==> src/rtl/cnn_stream_pkg.sv <==
// Shared constants and types for the CNN stream read path.
package cnn_stream_pkg;

  localparam int unsigned DEFAULT_DATA_WIDTH = 16;
  localparam int unsigned DEFAULT_FRAME_LEN  = 28;
  localparam int unsigned SKID_DEPTH         = 2;

  // Output buffer occupancy (head + skid register)
  typedef enum logic [1:0] {
    OCC_EMPTY = 2'd0,
    OCC_ONE   = 2'd1,
    OCC_FULL  = 2'd2
  } occ_e;

endpackage

==> src/rtl/fifo_stream_reader_if.sv <==
// Valid/ready stream toward the CNN datapath, with end-of-frame marker.
interface fifo_stream_reader_if
  import cnn_stream_pkg::*;
#(
  parameter int unsigned DATA_WIDTH = DEFAULT_DATA_WIDTH
) ();

  logic [DATA_WIDTH-1:0] m_data;
  logic                  m_valid;
  logic                  m_ready;
  logic                  m_last;

  modport master (
    output m_data,
    output m_valid,
    output m_last,
    input  m_ready
  );

  modport slave (
    input  m_data,
    input  m_valid,
    input  m_last,
    output m_ready
  );

endinterface

==> src/rtl/fifo_stream_reader_skid_buf2.sv <==
// Two-entry output buffer: head register drives the stream, skid register
// absorbs the word that arrives while the head is stalled.
module skid_buf2
  import cnn_stream_pkg::*;
#(
  parameter int unsigned DATA_WIDTH = DEFAULT_DATA_WIDTH
) (
  input  logic                  clk,
  input  logic                  rst,
  input  logic                  push,
  input  logic [DATA_WIDTH-1:0] push_data,
  input  logic                  pop,
  output logic [DATA_WIDTH-1:0] data,
  output logic                  valid,
  output occ_e                  occ,
  output logic                  drop_c
);

  logic [DATA_WIDTH-1:0] skid_q;
  logic [DATA_WIDTH-1:0] head_nxt;
  logic [DATA_WIDTH-1:0] skid_nxt;
  occ_e                  occ_nxt;
  logic                  pop_ok;

  // Next-state for head/skid/occupancy; a push into a full buffer is dropped
  always_comb begin
    head_nxt = data;
    skid_nxt = skid_q;
    occ_nxt  = occ;
    drop_c   = 1'b0;
    pop_ok   = pop & (occ != OCC_EMPTY);
    case ({push, pop_ok})
      2'b10: begin
        case (occ)
          OCC_EMPTY: begin
            head_nxt = push_data;
            occ_nxt  = OCC_ONE;
          end
          OCC_ONE: begin
            skid_nxt = push_data;
            occ_nxt  = OCC_FULL;
          end
          default: drop_c = 1'b1;
        endcase
      end
      2'b01: begin
        if (occ == OCC_FULL) begin
          head_nxt = skid_q;
          occ_nxt  = OCC_ONE;
        end else begin
          occ_nxt  = OCC_EMPTY;
        end
      end
      2'b11: begin
        // occupancy unchanged, head advances
        if (occ == OCC_FULL) begin
          head_nxt = skid_q;
          skid_nxt = push_data;
        end else begin
          head_nxt = push_data;
        end
      end
      default: ;
    endcase
  end

  // Buffer registers; valid is registered alongside occupancy
  always_ff @(posedge clk) begin
    if (rst) begin
      data   <= '0;
      skid_q <= '0;
      occ    <= OCC_EMPTY;
      valid  <= 1'b0;
    end else begin
      data   <= head_nxt;
      skid_q <= skid_nxt;
      occ    <= occ_nxt;
      valid  <= (occ_nxt != OCC_EMPTY);
    end
  end

endmodule

==> src/rtl/fifo_stream_reader.sv <==
// Read-side master for the synchronous FIFO: issues reads, hides the
// one-cycle read latency behind a 2-entry buffer, and frames the stream.
module fifo_stream_reader
  import cnn_stream_pkg::*;
#(
  parameter int unsigned DATA_WIDTH = DEFAULT_DATA_WIDTH,
  parameter int unsigned FRAME_LEN  = DEFAULT_FRAME_LEN,
  parameter int unsigned CNT_WIDTH  = $clog2(FRAME_LEN + 1)
) (
  input  logic                   clk,
  input  logic                   rst,
  input  logic                   en,
  input  logic                   fifo_empty,
  output logic                   fifo_rd_en,
  input  logic [DATA_WIDTH-1:0]  fifo_rd_data,
  input  logic                   fifo_valid,
  fifo_stream_reader_if.master   m,
  output logic                   frame_done,
  output logic                   ovf_err
);

  localparam logic [CNT_WIDTH-1:0] LAST_IDX = CNT_WIDTH'(FRAME_LEN - 1);

  logic                  inflight;
  logic                  pop;
  logic                  capture;
  logic                  buf_valid;
  logic [DATA_WIDTH-1:0] buf_data;
  occ_e                  occ;
  logic                  drop_c;
  logic [2:0]            occ_sum;
  logic [CNT_WIDTH-1:0]  word_cnt;
  logic                  at_last;

  assign pop     = buf_valid & m.m_ready;
  assign capture = fifo_valid & inflight;
  assign at_last = (word_cnt == LAST_IDX);

  // Projected occupancy next cycle; pop implies occ >= 1 so no underflow
  assign occ_sum    = {1'b0, occ} + 3'(inflight) - 3'(pop);
  assign fifo_rd_en = en & ~fifo_empty & ~rst & (occ_sum < 3'(SKID_DEPTH));

  // Stream outputs come straight from the buffer head
  assign m.m_data  = buf_data;
  assign m.m_valid = buf_valid;
  assign m.m_last  = buf_valid & at_last;

  skid_buf2 #(
    .DATA_WIDTH(DATA_WIDTH)
  ) u_buf (
    .clk       (clk),
    .rst       (rst),
    .push      (capture),
    .push_data (fifo_rd_data),
    .pop       (pop),
    .data      (buf_data),
    .valid     (buf_valid),
    .occ       (occ),
    .drop_c    (drop_c)
  );

  // In-flight tracking, frame position, end-of-frame pulse, sticky overflow
  always_ff @(posedge clk) begin
    if (rst) begin
      inflight   <= 1'b0;
      word_cnt   <= '0;
      frame_done <= 1'b0;
      ovf_err    <= 1'b0;
    end else begin
      inflight   <= fifo_rd_en;
      frame_done <= pop & at_last;
      ovf_err    <= ovf_err | drop_c;
      if (pop) begin
        word_cnt <= at_last ? '0 : word_cnt + CNT_WIDTH'(1);
      end
    end
  end

endmodule

==> src/flat_wrapper.sv <==
// flat-port wrapper written by rule: the top's interface ports become plain ports
module fifo_stream_reader_flat import cnn_stream_pkg::*;
#(
  parameter int unsigned DATA_WIDTH = DEFAULT_DATA_WIDTH,
  parameter int unsigned FRAME_LEN  = DEFAULT_FRAME_LEN,
  parameter int unsigned CNT_WIDTH  = $clog2(FRAME_LEN + 1)
)
  (clk, rst, en, fifo_empty, fifo_rd_en, fifo_rd_data, fifo_valid, frame_done, ovf_err, m_m_data, m_m_valid, m_m_last, m_m_ready);
  fifo_stream_reader_if #(.DATA_WIDTH(DATA_WIDTH)) m_i ();
  input  logic clk;
  input  logic rst;
  input  logic en;
  input  logic fifo_empty;
  output logic fifo_rd_en;
  input  logic [DATA_WIDTH-1:0] fifo_rd_data;
  input  logic fifo_valid;
  output logic frame_done;
  output logic ovf_err;
  output wire logic [$bits(m_i.m_data)-1:0] m_m_data;
  output wire logic [$bits(m_i.m_valid)-1:0] m_m_valid;
  output wire logic [$bits(m_i.m_last)-1:0] m_m_last;
  input wire logic [$bits(m_i.m_ready)-1:0] m_m_ready;
  assign m_m_data = m_i.m_data;
  assign m_m_valid = m_i.m_valid;
  assign m_m_last = m_i.m_last;
  assign m_i.m_ready = m_m_ready;
  fifo_stream_reader #(.DATA_WIDTH(DATA_WIDTH), .FRAME_LEN(FRAME_LEN), .CNT_WIDTH(CNT_WIDTH)) u_core (.clk(clk), .rst(rst), .en(en), .fifo_empty(fifo_empty), .fifo_rd_en(fifo_rd_en), .fifo_rd_data(fifo_rd_data), .fifo_valid(fifo_valid), .m(m_i), .frame_done(frame_done), .ovf_err(ovf_err));
endmodule
==> config.mk <==
export PLATFORM = sky130hd
export DESIGN_NAME = fifo_stream_reader_flat
export DESIGN_NICKNAME = d
export VERILOG_FILES = /design/src/rtl/cnn_stream_pkg.sv /design/src/rtl/fifo_stream_reader_if.sv /design/src/rtl/fifo_stream_reader_skid_buf2.sv /design/src/rtl/fifo_stream_reader.sv /design/src/flat_wrapper.sv
export SDC_FILE = /design/constraint.sdc
export NUM_CORES = 1
export LEC_CHECK = 0
export BUFFER_PORTS_ARGS = -buffer_cell sky130_fd_sc_hd__buf_4
export CAP_MARGIN = 20
export CORE_UTILIZATION = 40
export CTS_BUF_LIST = sky130_fd_sc_hd__clkbuf_16
export DETAILED_ROUTE_END_ITERATION = 8
export MAX_ROUTING_LAYER = met4
export PLACE_DENSITY = 0.6
export SKIP_CTS_REPAIR_TIMING = 1
export SYNTH_ARGS = -nofsm -noshare
export SYNTH_HDL_FRONTEND = slang
export SYNTH_SLANG_ARGS = --single-unit
==> constraint.sdc <==
create_clock -name clk -period 2.15 [get_ports clk]
set_input_delay 0.43 -clock clk [delete_from_list [all_inputs] [get_ports clk]]
set_output_delay 0.43 -clock clk [all_outputs]
set_load 0.05 [all_outputs]
==> impl_metrics.toml <==
[outcome]
status = "finished with violations"
violations = "negative setup slack"

[clock_network]
htree_levels = 2
clk_latency_ns = 0.28
root_buffer = "clkbuf_16"
cts_tree = "yes"
cts.clk_slew.worst_paths_ns = 0.06
cts_buffers = 5
clkSinkCount = 43
clockBufferDepth = 2

[sta]
skew_ns = 0.00396
fmax_mhz = 437
fin_ws_ns = -0.140
tightest_slew_ns = 0.515
post-route-period-util = 1.07
hold-worst-slack_ns = 0.333
slew_headroom = 0.656
period_needed_ns = 2.29
rsz0062_at_grt = "yes"
hold_viol = 0
setup_viol = 1
slew_violations = 0

[pwr]
p_per_area_nw_per_um2 = 662
p_leak_nw = 1.19
p_switching_mw = 0.422
pwr-share-comb = 0.121
seqPwrFrac = 0.470
clkPwrFrac = 0.409
p_int_mw = 1.33
finalPower_mw = 1.75
vdd_drop_max_uv = 366
p_sw_frac = 0.241

[grt]
grt_util_all_layers = 0.166
grt_max_degree = 58
globalRouteOverflowTotal = 0
grt_pass1_vias = 1503
grt_pass1_wl_mm = 6.79
antenna_found_initial = 0

[layout]
seq_area_um2 = 866
diodes = 0
fillers = 492
area_growth_syn_to_layout_pct = 25.6
drive_gt1_frac = 0.340
nNetsFinal = 283
multi_input_area_um2 = 1110

[placement]
dp_hpwl_mm = 2.87
portBuffers = 42
gp_congestion = 0.788

[synthesis]
synth-warning-count = 0
avgSynthCellArea_um2 = 9.83
yosys.area.top_type = "dfxtp_1"
synth_ff_type = "dfxtp_1"
synth_top_area_frac = 0.409
synthCells = 214
ys_seq_elements = 43
synthTopCellsByArea = "dfxtp_1 41%, nand2b_1 9.8%, mux2i_1 8.6%"
synth_edf_count = 0
synth_area_um2 = 2100
seq_area_frac_synth = 0.409
yosysUniqueCellTypes = 41
synth_nets = 242
synthArstFlopShare = 0

[routing]
drt-initial-drc-count = 70
viasPerCell = 5.00
ant_nets = 0
wire_per_inst_um = 12.9
remaining_drc_errors = 0
first_pass_iters = 4
via_count = 1630
drt-total-wl_mm = 4.21

[setup_path]
cp-start-kind = "flip-flop"
arrival_ns = 1.86
critPathTopFamily = "adder cells"
cp_slowest_stage_delay_ns = 0.49
path_buf_inv = 1
cp_data_required_time_ns = 1.72
path_max_fanout = 3
crit_path_top_delay_cell = "fa_1"
cp_cell_sequence = "nand2_4, xnor2_2, nand2_1, fa_1, nand2_2, nor4_4, buf_6"
crit_type = "flip-flop to primary output"
cp-end-kind = "primary output"

[hold_path]
hold_path.class = "input pin to flip-flop"

[floorplanning]
die_h_um = 74.5
die_w_um = 74.5
dieArea_um2 = 5560
io-pin-count = 43
rows = 26
initial_core_util = 0.415
core_area_um2 = 5070

[job]
drv_cap = 0
## worst register-to-register path, cell delays in order (launching register included)
cell	delay [ns]
dfxtp_1	0.43
inv_1	0.12
ha_1	0.27
nand2b_1	0.21
a21oi_4	0.46
o221a_2	0.27
## area by class of cell
| class | instances | share of cell area |
|---|---|---|
| multi-input cells | 138 | 0.421 |
| clock inverters | 3 | 0.00521 |
| repair buffers | 49 | 0.141 |
| well taps | 70 | 0.0331 |
| inverters | 18 | 0.0256 |
| clock buffers | 5 | 0.0473 |
| flip-flops and latches | 43 | 0.327 |
## cell usage in the layout, fill, tap and decap left out, drive strengths merged, types with 2 or more instances in the layout
master and count:
nand3 5, nand2 5, and3 2, dfxtp 43
a211oi 2, buf 49, nor2 5, inv 19
and3b 2, clkinv 2, clkbuf 5, o221a 16
nor2b 2, a21oi 21, nor4 2, nand2b 33
ha 5, xor2 3, mux2i 18, mux2 2
## path summary, 6_finish.rpt
kind / slack, ns / start / cells after the start / endpoint
worst max-delay path: -0.14 / u_core.u_buf.valid / 7 / fifo_rd_en
worst min register to register: 0.48 / u_core.u_buf.skid_q[9] / 2 / u_core.u_buf.skid_q[9]
worst min-delay path: 0.33 / fifo_empty / 2 / u_core.inflight
worst max register to register: 0.32 / u_core.u_buf.occ[1] / 5 / u_core.u_buf.data[0]
## power by group through the flow
| stage | clock [mW] | combinational (mW) | sequential, mW |
|---|---|---|---|
| 3_3_place_gp | 0 | 0.209 | 0.841 |
| 6_report | 0.716 | 0.211 | 0.824 |
| 3_5_place_dp | 0 | 0.210 | 0.841 |
| 2_1_floorplan | 0 | 0.0919 | 0.884 |
| 5_1_grt | 0.782 | 0.227 | 0.825 |
| 4_1_cts | 0.746 | 0.210 | 0.823 |
## kinds of logic (layout without fill, tap and decap cells)
group                    count (synthesis)  count (layout)  share of synthesized area
buffers and inverters                   33              75                     0.0814
AND/OR/NAND/NOR                         62              62                      0.183
multiplexers                            20              20                     0.0981
XOR/XNOR                                 4               4                     0.0166
flip-flops                              43              43                      0.409
AO/OA/AOI/OAI                           46              46                      0.173
adder cells (fa/ha/maj)                  6               6                     0.0392
## routing by layer
metal / GRT usage / vias to the layer above / share of wire
met5: - / - / 0
met4: 0.0524 / 0 / 0.011
li1: - / 831 / -
met3: 0.0407 / 6 / 0.053
met2: 0.268 / 38 / 0.46
met1: 0.202 / 755 / 0.47
## Yosys cell counts, types with 3 or more instances
cell type / instances
o221a_2: 16
dfxtp_1: 43
nor2_1: 5
nand2b_1: 33
xor2_1: 3
a21oi_1: 20
nand2_1: 5
nand3_1: 5
buf_2: 3
buf_6: 3
inv_1: 18
ha_1: 5
mux2i_1: 18
clkbuf_1: 5
## flip-flops by register name (all words and copies together) (netlist names)
signal / count
u_core.u_buf.data: 16
u_core.u_buf.skid_q: 16
u_core.word_cnt: 5
u_core.u_buf.occ: 2
u_core.frame_done: 1
u_core.inflight: 1
u_core.ovf_err: 1
u_core.u_buf.valid: 1
## metrics by stage
step / utilization / std cells / area (um2) / setup slack (ns) / TNS (ns)
global route: 0.521 / 326 / 2640 / -0.237 / -0.237
floorplan: - / 214 / 2130 / -0.366 / -0.366
detailed placement: 0.490 / 318 / 2480 / -0.165 / -0.165
finish: 0.521 / 326 / 2640 / -0.140 / -0.140
CTS: 0.517 / 326 / 2620 / -0.267 / -0.267
global placement: 0.490 / 318 / 2480 / -0.130 / -0.130
Power figures use the tool's default switching activity.
